### src/rtl/gcd_display_pkg.sv
// Shared definitions for the GCD display stage: converter state encoding,
// active-low 7-segment patterns and the digit-to-segment decoder.
package gcd_defs;

  typedef enum logic [1:0] {
    IDLE   = 2'b00,
    SHIFT  = 2'b01,
    COMMIT = 2'b10
  } conv_state_e;

  localparam logic [6:0] SEG_0     = 7'h40;
  localparam logic [6:0] SEG_1     = 7'h79;
  localparam logic [6:0] SEG_2     = 7'h24;
  localparam logic [6:0] SEG_3     = 7'h30;
  localparam logic [6:0] SEG_4     = 7'h19;
  localparam logic [6:0] SEG_5     = 7'h12;
  localparam logic [6:0] SEG_6     = 7'h02;
  localparam logic [6:0] SEG_7     = 7'h78;
  localparam logic [6:0] SEG_8     = 7'h00;
  localparam logic [6:0] SEG_9     = 7'h10;
  localparam logic [6:0] SEG_BLANK = 7'h7F;

  // Non-decimal nibbles cannot occur after conversion; they fall back to blank.
  function automatic logic [6:0] seg_decode(input logic [3:0] digit);
    logic [6:0] seg;
    case (digit)
      4'd0:    seg = SEG_0;
      4'd1:    seg = SEG_1;
      4'd2:    seg = SEG_2;
      4'd3:    seg = SEG_3;
      4'd4:    seg = SEG_4;
      4'd5:    seg = SEG_5;
      4'd6:    seg = SEG_6;
      4'd7:    seg = SEG_7;
      4'd8:    seg = SEG_8;
      4'd9:    seg = SEG_9;
      default: seg = SEG_BLANK;
    endcase
    return seg;
  endfunction

endpackage

### src/rtl/gcd_display_if.sv
// Connection between the GCD controller side (result + load level) and the
// display stage outputs.
interface gcd_display_if #(
  parameter int WIDTH  = 8,
  parameter int DIGITS = 3
);
  logic              gld;
  logic [WIDTH-1:0]  gcd;
  logic [6:0]        seg;
  logic [DIGITS-1:0] an;
  logic              busy;
  logic              valid;

  modport master (output gld, gcd, input seg, an, busy, valid);
  modport slave  (input gld, gcd, output seg, an, busy, valid);
endinterface

### src/rtl/gcd_display_bin2bcd.sv
// Sequential shift-add-3 binary to BCD converter; one shift per clock,
// result is held in bcd while done is high for the single COMMIT cycle.
module gcd_bin2bcd
  import gcd_defs::*;
#(
  parameter int WIDTH  = 8,
  parameter int DIGITS = 3
) (
  input  logic                  clk,
  input  logic                  clr,
  input  logic                  start,
  input  logic [WIDTH-1:0]      bin,
  output logic [4*DIGITS-1:0]   bcd,
  output logic                  busy,
  output logic                  done
);

  localparam int BCD_W = 4 * DIGITS;
  localparam int CNT_W = $clog2(WIDTH + 1);

  conv_state_e      state_r, state_n;
  logic [WIDTH-1:0] bin_r, bin_n;
  logic [BCD_W-1:0] bcd_r, bcd_n, adj_s;
  logic [CNT_W-1:0] cnt_r, cnt_n;
  logic             busy_r, busy_n;

  // Add-3 correction on every nibble that would overflow a decimal digit when doubled.
  always_comb begin
    adj_s = bcd_r;
    for (int i = 0; i < DIGITS; i++) begin
      if (bcd_r[4*i +: 4] >= 4'd5) begin
        adj_s[4*i +: 4] = bcd_r[4*i +: 4] + 4'd3;
      end else begin
        adj_s[4*i +: 4] = bcd_r[4*i +: 4];
      end
    end
  end

  // Next-state and datapath update for the converter FSM.
  always_comb begin
    state_n = state_r;
    bin_n   = bin_r;
    bcd_n   = bcd_r;
    cnt_n   = cnt_r;
    busy_n  = busy_r;
    case (state_r)
      IDLE: begin
        if (start) begin
          bin_n   = bin;
          bcd_n   = {BCD_W{1'b0}};
          cnt_n   = CNT_W'(WIDTH);
          busy_n  = 1'b1;
          state_n = SHIFT;
        end else begin
          state_n = IDLE;
        end
      end
      SHIFT: begin
        {bcd_n, bin_n} = {adj_s[BCD_W-2:0], bin_r, 1'b0};
        cnt_n          = cnt_r - CNT_W'(1);
        if (cnt_r == CNT_W'(1)) begin
          state_n = COMMIT;
        end else begin
          state_n = SHIFT;
        end
      end
      COMMIT: begin
        busy_n  = 1'b0;
        state_n = IDLE;
      end
      default: begin
        busy_n  = 1'b0;
        state_n = IDLE;
      end
    endcase
  end

  // Converter state and datapath registers.
  always_ff @(posedge clk or posedge clr) begin
    if (clr) begin
      state_r <= IDLE;
      bin_r   <= {WIDTH{1'b0}};
      bcd_r   <= {BCD_W{1'b0}};
      cnt_r   <= {CNT_W{1'b0}};
      busy_r  <= 1'b0;
    end else begin
      state_r <= state_n;
      bin_r   <= bin_n;
      bcd_r   <= bcd_n;
      cnt_r   <= cnt_n;
      busy_r  <= busy_n;
    end
  end

  assign bcd  = bcd_r;
  assign busy = busy_r;
  assign done = (state_r == COMMIT);

endmodule

### src/rtl/gcd_display.sv
// GCD result display: captures the result on a gld rise, converts it to BCD
// and scans it onto an active-low multiplexed 7-segment display.
module gcd_display
  import gcd_defs::*;
#(
  parameter int WIDTH       = 8,
  parameter int DIGITS      = 3,
  parameter int REFRESH_DIV = 50000
) (
  input  logic          clk,
  input  logic          clr,
  gcd_display_if.slave  bus
);

  localparam int BCD_W  = 4 * DIGITS;
  localparam int SCAN_W = (REFRESH_DIV > 1) ? $clog2(REFRESH_DIV) : 1;
  localparam int DIG_W  = (DIGITS > 1) ? $clog2(DIGITS) : 1;

  logic              gld_q_r;
  logic              start_s;
  logic              conv_busy_s;
  logic              conv_done_s;
  logic [BCD_W-1:0]  conv_bcd_s;
  logic [BCD_W-1:0]  disp_r;
  logic              valid_r;
  logic [SCAN_W-1:0] scan_r;
  logic [DIG_W-1:0]  dig_r;
  logic [DIG_W-1:0]  msd_s;
  logic [6:0]        seg_s, seg_r;
  logic [DIGITS-1:0] an_s, an_r;

  // A rise seen while the converter is busy is dropped, never queued.
  assign start_s = bus.gld & ~gld_q_r & ~conv_busy_s;

  gcd_bin2bcd #(
    .WIDTH  (WIDTH),
    .DIGITS (DIGITS)
  ) u_bin2bcd (
    .clk   (clk),
    .clr   (clr),
    .start (start_s),
    .bin   (bus.gcd),
    .bcd   (conv_bcd_s),
    .busy  (conv_busy_s),
    .done  (conv_done_s)
  );

  // Load-level edge detect, display register capture and valid flag.
  always_ff @(posedge clk or posedge clr) begin
    if (clr) begin
      gld_q_r <= 1'b0;
      disp_r  <= {BCD_W{1'b0}};
      valid_r <= 1'b0;
    end else begin
      gld_q_r <= bus.gld;
      if (conv_done_s) begin
        disp_r  <= conv_bcd_s;
        valid_r <= 1'b1;
      end else if (start_s) begin
        valid_r <= 1'b0;
      end else begin
        valid_r <= valid_r;
      end
    end
  end

  // Refresh prescaler and digit index.
  always_ff @(posedge clk or posedge clr) begin
    if (clr) begin
      scan_r <= {SCAN_W{1'b0}};
      dig_r  <= {DIG_W{1'b0}};
    end else if (scan_r == SCAN_W'(REFRESH_DIV - 1)) begin
      scan_r <= {SCAN_W{1'b0}};
      if (dig_r == DIG_W'(DIGITS - 1)) begin
        dig_r <= {DIG_W{1'b0}};
      end else begin
        dig_r <= dig_r + DIG_W'(1);
      end
    end else begin
      scan_r <= scan_r + SCAN_W'(1);
    end
  end

  // Most significant nonzero digit; stays 0 for a zero value so units still show.
  always_comb begin
    msd_s = {DIG_W{1'b0}};
    for (int j = 0; j < DIGITS; j++) begin
      if (disp_r[4*j +: 4] != 4'd0) begin
        msd_s = DIG_W'(j);
      end else begin
        msd_s = msd_s;
      end
    end
  end

  // Segment pattern and digit enable for the current scan position.
  always_comb begin
    an_s = ~(DIGITS'(1) << dig_r);
    if (!valid_r) begin
      seg_s = SEG_BLANK;
    end else if (dig_r > msd_s) begin
      seg_s = SEG_BLANK;
    end else begin
      seg_s = seg_decode(disp_r[{dig_r, 2'b00} +: 4]);
    end
  end

  // Registered display drive.
  always_ff @(posedge clk or posedge clr) begin
    if (clr) begin
      seg_r <= SEG_BLANK;
      an_r  <= {DIGITS{1'b1}};
    end else begin
      seg_r <= seg_s;
      an_r  <= an_s;
    end
  end

  assign bus.seg   = seg_r;
  assign bus.an    = an_r;
  assign bus.busy  = conv_busy_s;
  assign bus.valid = valid_r;

endmodule

### src/flat_wrapper.sv
// flat-port wrapper written by rule: the top's interface ports become plain ports
module gcd_display_flat import gcd_defs::*;
#(
  parameter int WIDTH       = 8,
  parameter int DIGITS      = 3,
  parameter int REFRESH_DIV = 50000
)
  (clk, clr, bus_gld, bus_gcd, bus_seg, bus_an, bus_busy, bus_valid);
  gcd_display_if #(.WIDTH(WIDTH), .DIGITS(DIGITS)) bus_i ();
  input  logic clk;
  input  logic clr;
  input wire logic [$bits(bus_i.gld)-1:0] bus_gld;
  input wire logic [$bits(bus_i.gcd)-1:0] bus_gcd;
  output wire logic [$bits(bus_i.seg)-1:0] bus_seg;
  output wire logic [$bits(bus_i.an)-1:0] bus_an;
  output wire logic [$bits(bus_i.busy)-1:0] bus_busy;
  output wire logic [$bits(bus_i.valid)-1:0] bus_valid;
  assign bus_i.gld = bus_gld;
  assign bus_i.gcd = bus_gcd;
  assign bus_seg = bus_i.seg;
  assign bus_an = bus_i.an;
  assign bus_busy = bus_i.busy;
  assign bus_valid = bus_i.valid;
  gcd_display #(.WIDTH(WIDTH), .DIGITS(DIGITS), .REFRESH_DIV(REFRESH_DIV)) u_core (.clk(clk), .clr(clr), .bus(bus_i));
endmodule
### config.mk
export PLATFORM = sky130hd
export DESIGN_NAME = gcd_display_flat
export DESIGN_NICKNAME = d
export VERILOG_FILES = /design/src/rtl/gcd_display_pkg.sv /design/src/rtl/gcd_display_if.sv /design/src/rtl/gcd_display_bin2bcd.sv /design/src/rtl/gcd_display.sv /design/src/flat_wrapper.sv
export SDC_FILE = /design/constraint.sdc
export NUM_CORES = 1
export LEC_CHECK = 0
export CORE_ASPECT_RATIO = 1.75
export CORE_MARGIN = 4
export CORE_UTILIZATION = 40
export CTS_BUF_LIST = sky130_fd_sc_hd__clkbuf_4 sky130_fd_sc_hd__clkbuf_8
export CTS_CLUSTER_SIZE = 16
export DETAILED_ROUTE_END_ITERATION = 8
export SYNTH_ARGS = -nofsm -noshare
export SYNTH_HDL_FRONTEND = slang
export SYNTH_HIERARCHICAL = 1
export SYNTH_SLANG_ARGS = --single-unit
export TNS_END_PERCENT = 1
### constraint.sdc
create_clock -name clk -period 2.65 [get_ports clk]
set_input_delay 0.795 -clock clk [delete_from_list [all_inputs] [get_ports clk]]
set_output_delay 0.795 -clock clk [all_outputs]
set_load 0.01 [all_outputs]
==> qor.yml, run 1 <==
layout:
  final_core_util_pct: 47.0
  regArea_mm2: 0.00174
  final_nets: 369
  multi_input_area_mm2: 0.00161
  n_antenna_cell: 0
  fillers: 843
  drive_gt1_share_pct: 16.2
  area.growth.synth_to_final_pct: 14.4
sta:
  fin_crit_sh_pct: 82.2
  hold_violations: 0
  fin_skew_ps: 9.86
  setup_ws_ps: 472
  max_freq_mhz: 459
  setup_violations: 0
  setup_tns_ps: 0
  rsz0062_at_grt: "false"
  maxSlewHeadroom_pct: 55.3
  report.final.slew_viol_count: 0
  layout_min_cycle_time_ps: 2180
  tightest_slew_ps: 671
synth:
  async_flop_share_pct: 100
  synth_nets: 342
  synth.top_cells.by_area: "dfrtp_1 (41%), dfstp_2 (7.4%), ha_1 (5.6%)"
  synthesis.instances: 315
  synth_largest_area_cell: "dfrtp_1"
  synth_edf_count: 0
  yosys_warnings: 6
  seq_area_frac_synth_pct: 48.8
  synth_top_area_share_pct: 41.4
  synth-main-ff-cell: "dfrtp_1"
  synthesis.area_mm2: 0.00356
  synth_cell_type_count: 62
  syn_avg_cell_area_um2: 11.3
  yosys_register_bits: 69
floorplan:
  core_mm2: 0.00867
  fp.dieH_um: 133
  dieWidth_um: 79.3
  start_util_pct: 41.1
  die_area_mm2: 0.0105
  rows: 45
  io_pins: 23
power_and_ir_drop:
  p_switching_mw: 1.52
  seqPwrFrac_pct: 38.8
  p_leak_nw: 1.74
  switching_share_pct: 36.1
  finalPower_mw: 4.21
  powerDensity_mw_per_mm2: 1030
  p_int_mw: 2.69
  combinationalPowerShare_pct: 38.7
  ir_drop_mv: 0.439
  pwr-share-clk_pct: 22.5
critical_path:
  cp_max_fo: 1
  startpoint_type: "flip-flop"
  critical-path-slowest-cell: "clkdlybuf4s50_1"
  crit_type: "flip-flop to output port"
  path_buf_inv: 1
  end_kind: "output port"
  arrival_ps: 1380
  cp_top_family: "buffers and inverters"
  max_stage_delay_ps: 530
  cp.required_ps: 1860
  crit_chain: "clkdlybuf4s50_1"
cts:
  cts_tree: "yes"
  hold_buffers: 0
  clockRootBuffer: "clkbuf_8"
  cts_made_buffers: 9
  cts.sinks: 69
  post_cts_buffers: 0
  clk_pin_slew_ps: 70
  clkLatencyLatePin_ps: 340
  clockBufferDepth: 2
  htreeDepth: 3
  ctsResizeCount: 0
drt:
  wirelength_um: 6590
  firstDrtPassIters: 4
  postRouteAntennaNets: 0
  drt_iter0_drc: 93
  vias: 2363
  drc: 0
  vias_per_cell: 5.10
  wl_per_cell_um: 14.2
global_routing:
  grt_pass1_vias: 2425
  track_usage_pct: 14.1
  antenna_found_initial: 0
  grt_start_max_net_pins: 43
  grt_overflow: 0
  grt_first_pass_wirelength_um: 11600
run:
  cap_viol_max_count: 0
placed_design:
  place_congestion: 0.817
  place_ws_ps: 251
  hpwlAfterDp_um: 4860
  portBuffers: 22
worst_hold_path:
  hold_class: "flip-flop to flip-flop"
outcome:
  status: "complete, no violations"
## cell families (layout without fill, tap and decap cells)
logic type | after synthesis | in the layout | share of synthesized area [%]
and+or+nand+nor | 94 | 94 | 14.4
DFF | 69 | 69 | 48.8
AOI/OAI and AO/OA | 59 | 59 | 14.3
adders and majority gates | 16 | 16 | 5.62
xor gates and xnor gates | 14 | 14 | 3.44
buffers and inverters | 39 | 70 | 6.11
muxes | 24 | 24 | 7.31
## cells in the final DEF, fill, tap and decap left out, types with 2 or more instances in the layout
master	n
bufinv_16	2
mux2_2	12
xor2_1	4
nand4_1	2
inv_1	27
and3_1	2
o21a_1	3
dfstp_2	10
buf_4	6
o2111ai_1	6
nor2b_1	6
o21bai_1	2
xnor2_1	10
nor3b_1	2
o211ai_1	6
and4_1	2
and2_1	2
a31oi_1	8
a32o_1	4
nor3_1	4
ha_1	16
clkbuf_8	10
a21oi_1	2
dfrtp_1	59
o31ai_1	3
nor2_1	20
o221ai_1	3
nand2b_1	6
nand2_1	32
clkdlybuf4s50_1	22
nand3_1	3
o21ai_0	5
o2bb2ai_4	2
mux2i_1	11
## cell usage after synthesis (2+ instances only)
master and n:
a21oi_1 2, a31oi_1 8, a32o_1 4, and2_1 2
and3_1 2, and4_1 2, buf_4 3, buf_6 8
dfrtp_1 59, dfstp_2 10, ha_1 16, inv_1 27
mux2_2 12, mux2i_1 11, nand2_1 32, nand2b_1 6
nand3_1 3, nand4_1 2, nor2_1 20, nor2b_1 6
nor3_1 4, nor3b_1 2, o2111ai_1 6, o211ai_1 6
o21a_1 3, o21ai_0 5, o21bai_1 2, o221ai_1 3
o2bb2ai_4 2, o31ai_1 3, xnor2_1 10, xor2_1 4
## state kept, by name (all words and copies together), names as in the netlist
signal                    cells
u_core/bus.an                 3
u_core/bus.seg                7
u_core/bus.valid              1
u_core/dig_r                  2
u_core/disp_r                12
u_core/gld_q_r                1
u_core/scan_r                16
u_core/u_bin2bcd/bcd         12
u_core/u_bin2bcd/bin_r        8
u_core/u_bin2bcd/busy         1
u_core/u_bin2bcd/cnt_r        4
u_core/u_bin2bcd/state_r      2
## power groups by stage
stage	Combinational (mW)	Clock (mW)	Sequential (mW)
after floorplan	1.31	0	1.61
after global placement	1.60	0	1.65
after detailed placement	1.65	0	1.66
after CTS	1.66	0.980	1.64
after global routing	1.85	1.03	1.69
final	1.63	0.945	1.64
## cell type report
type | instances | area share (%)
tap | 117 | 3.59
clock buffer | 11 | 3.56
sequential | 69 | 42.7
clock inverter | 4 | 1.78
multi-input combinational | 207 | 39.4
inverter | 27 | 2.49
timing repair buffer | 28 | 6.51
## metal layers
| layer | part of all wire [%] | global-route usage (%) | wire (um) | vias to the layer above |
|---|---|---|---|---|
| li1 | - | - | - | 1167 |
| met1 | 39 | 14.8 | 2570 | 1142 |
| met2 | 55 | 25.2 | 3610 | 37 |
| met3 | 3.3 | 4.22 | 220 | 17 |
| met4 | 2.7 | 6.50 | 179 | 0 |
| met5 | 0 | 0 | 0 | - |
## path summary, 6_finish.rpt
check / startpoint / end / slack, ps / cells past startpoint
hold reg to reg: u_core/scan_r[0] / u_core/scan_r[0] / 470 / 1
min in group asynchronous: clr / u_core/u_bin2bcd/busy / 850 / 3
setup / recovery: u_core/bus.seg[0] / bus_seg[0] / 470 / 1
max in group asynchronous: clr / u_core/bus.seg[5] / 1370 / 3
setup reg to reg: u_core/disp_r[9] / u_core/bus.seg[4] / 540 / 6
hold / removal: u_core/scan_r[0] / u_core/scan_r[0] / 470 / 1
## through the flow
stage / cell area, um2 / hold slack, ps / cells
3_5_place_dp: 3860 / 467 / 448
6_report: 4080 / 474 / 463
4_1_cts: 4080 / 477 / 463
2_1_floorplan: 3560 / 444 / 315
5_1_grt: 4080 / 493 / 463
3_3_place_gp: 3860 / 462 / 448
No activity file was read; power rests on OpenSTA's default activity.
==> inputs of run 2 (changes only) <==
==> constraint.sdc (replaced) <==
create_clock -name clk -period 1.76 [get_ports clk]
set_input_delay 0.528 -clock clk [delete_from_list [all_inputs] [get_ports clk]]
set_output_delay 0.528 -clock clk [all_outputs]
set_load 0.01 [all_outputs]
==> qor.yml, run 2 (same netlist as run 1, synthesis figures left out) <==
drt:
  vias: 2447  # +3.6%
  postRouteAntennaNets: 0  # unchanged
  wirelength_um: 6760  # +2.6%
  drc: 0  # unchanged
  drt_iter0_drc: 55  # -41%
  wl_per_cell_um: 14.0  # -1.7%
  vias_per_cell: 5.07  # -0.73%
  firstDrtPassIters: 4  # unchanged
sta:
  layout_min_cycle_time_ps: 1830
  rsz0062_at_grt: "true"
  report.final.slew_viol_count: 0  # unchanged
  tightest_slew_ps: 516  # -155 ps
  hold_violations: 0  # unchanged
  setup_violations: 7  # +7
  finalHoldWorstSlack_ps: 473  # -1.33 ps
  fin_skew_ps: 14.6  # +4.75 ps
  setup_ws_ps: -66.7  # -539 ps
  max_freq_mhz: 547
  fin_crit_sh_pct: 104
  maxSlewHeadroom_pct: 65.5  # +10 points
power_and_ir_drop:
  seqPwrFrac_pct: 37.0  # -1.8 points
  p_switching_mw: 2.45  # +61%
  powerDensity_mw_per_mm2: 1550  # +50%
  finalPower_mw: 6.57  # +56%
  pwr-share-clk_pct: 18.8  # -3.7 points
  switching_share_pct: 37.3  # +1.2 points
  p_leak_nw: 1.84  # +5.9%
  combinationalPowerShare_pct: 44.2  # +5.5 points
  p_int_mw: 4.12  # +53%
  ir_drop_mv: 0.750  # +71%
cts:
  clk_pin_slew_ps: 80  # about the same
  cts_tree: "yes"
  cts.sinks: 69  # unchanged
  cts_made_buffers: 9  # unchanged
  clockBufferDepth: 2  # unchanged
  hold_buffers: 0  # unchanged
  clockRootBuffer: "clkbuf_8"
  clkLatencyLatePin_ps: 350  # about the same
  post_cts_buffers: 0  # unchanged
  htreeDepth: 3  # unchanged
critical_path:
  cp_max_fo: 5  # +4
  cp.required_ps: 2010  # +150 ps
  crit_type: "flip-flop to flip-flop"
  arrival_ps: 2070  # +690 ps
  end_kind: "flip-flop"
  startpoint_type: "flip-flop"
layout:
  n_antenna_cell: 0  # unchanged
  top_register: "u_core/scan_r"
  final_common_cell: "dfrtp_1"
  final_nets: 388  # +5.1%
  fillers: 833  # -1.2%
  area.growth.synth_to_final_pct: 19.2
  drive_gt1_share_pct: 22.7  # +6.5 points
  regArea_mm2: 0.00174  # unchanged
  largest_reg_flops: 16  # unchanged
  final_cells: 483  # +4.3%
  final_cell_mix: "dfrtp_1 (59), nand2_1 (32), inv_1 (27)"
  multi_input_area_mm2: 0.00166  # +3.6%
floorplan:
  dieWidth_um: 79.3  # unchanged
  die_area_mm2: 0.0105  # unchanged
  core_mm2: 0.00867  # unchanged
  start_util_pct: 41.1  # unchanged
  rows: 45  # unchanged
  fp.dieH_um: 133  # unchanged
  io_pins: 23  # unchanged
global_routing:
  grt_start_max_net_pins: 43  # unchanged
  grt_pass1_vias: 2444  # +0.78%
  grt_first_pass_wirelength_um: 11400  # -2.0%
  antenna_found_initial: 0  # unchanged
  track_usage_pct: 13.9  # -0.19 points
  grt_overflow: 0  # unchanged
placed_design:
  hpwlAfterDp_um: 5030  # +3.4%
  place_congestion: 0.814  # -0.46%
  placedCellCount: 467  # +4.2%
  place_ws_ps: -344  # -596 ps
  portBuffers: 22  # unchanged
outcome:
  status: "complete, but fails checks"
  violations: "negative setup slack"
run:
  cap_viol_max_count: 0  # unchanged
worst_hold_path:
  hold_class: "flip-flop to flip-flop"
==> run 2: metal layers <==
metal  global-route usage [%]  routed length [um]  part of all wire [%]  up-vias
met5                        0                   0                     0        -
met4                     7.27                 175                   2.6        0
met3                     3.81                 206                   3.0       17
met2                     25.2                3790                    56       32
met1                     14.1                2590                    38     1196
li1                         -                   -                     -     1202
==> run 2: path summary, 6_finish.rpt <==
kind                                        endpoint  slack [ps]             start  depth (start not counted)
max in group asynchronous  u_core/u_bin2bcd/bin_r[6]         920               clr                          3
setup / recovery                   u_core/bus.seg[2]         -70  u_core/disp_r[8]                          8
setup reg to reg                   u_core/bus.seg[2]         -70  u_core/disp_r[8]                          8
hold reg to reg                     u_core/scan_r[0]         470  u_core/scan_r[0]                          1
min in group asynchronous             u_core/gld_q_r         550               clr                          3
hold / removal                      u_core/scan_r[0]         470  u_core/scan_r[0]                          1
==> run 2: final cells by class <==
| cell class | count | share of cell area (%) |
|---|---|---|
| clock buffer | 13 | 4.07 |
| clock inverter | 3 | 0.442 |
| inverter | 27 | 2.39 |
| multi-input combinational | 207 | 39.2 |
| sequential | 69 | 41.0 |
| tap | 117 | 3.45 |
| timing repair buffer | 47 | 9.55 |
==> run 2: repair_timing <==
item,in CTS,in global routing
setup endpoints to repair,19,15
resized for setup,13,8
pin swaps,3,2
==> run 2: worst max-delay path: stages (launching register included) <==
cell	delay, ps
dfrtp_1	390
nor4_2	260
buf_4	180
o41a_1	170
ha_1	270
a2bb2oi_4	180
nor2_2	60
buf_4	160
o311ai_1	60
==> run 2: power groups by stage <==
stage	logic, mW	clock network (mW)	registers, mW
CTS	2.75	1.27	2.43
global placement	2.68	0	2.45
detailed placement	2.76	0	2.46
floorplan	1.97	0	2.42
global route	3.23	1.33	2.50
finish	2.90	1.23	2.43
==> run 2: metrics by stage <==
stage / util (%) / TNS [ps] / instance area [um2]
3_3_place_gp: 46.3 / -6140 / 4010
2_1_floorplan: - / 0 / 3560
3_5_place_dp: 46.3 / -6810 / 4010
6_report: 49.0 / -312 / 4250
5_1_grt: 49.0 / -1060 / 4250
4_1_cts: 48.4 / -368 / 4200
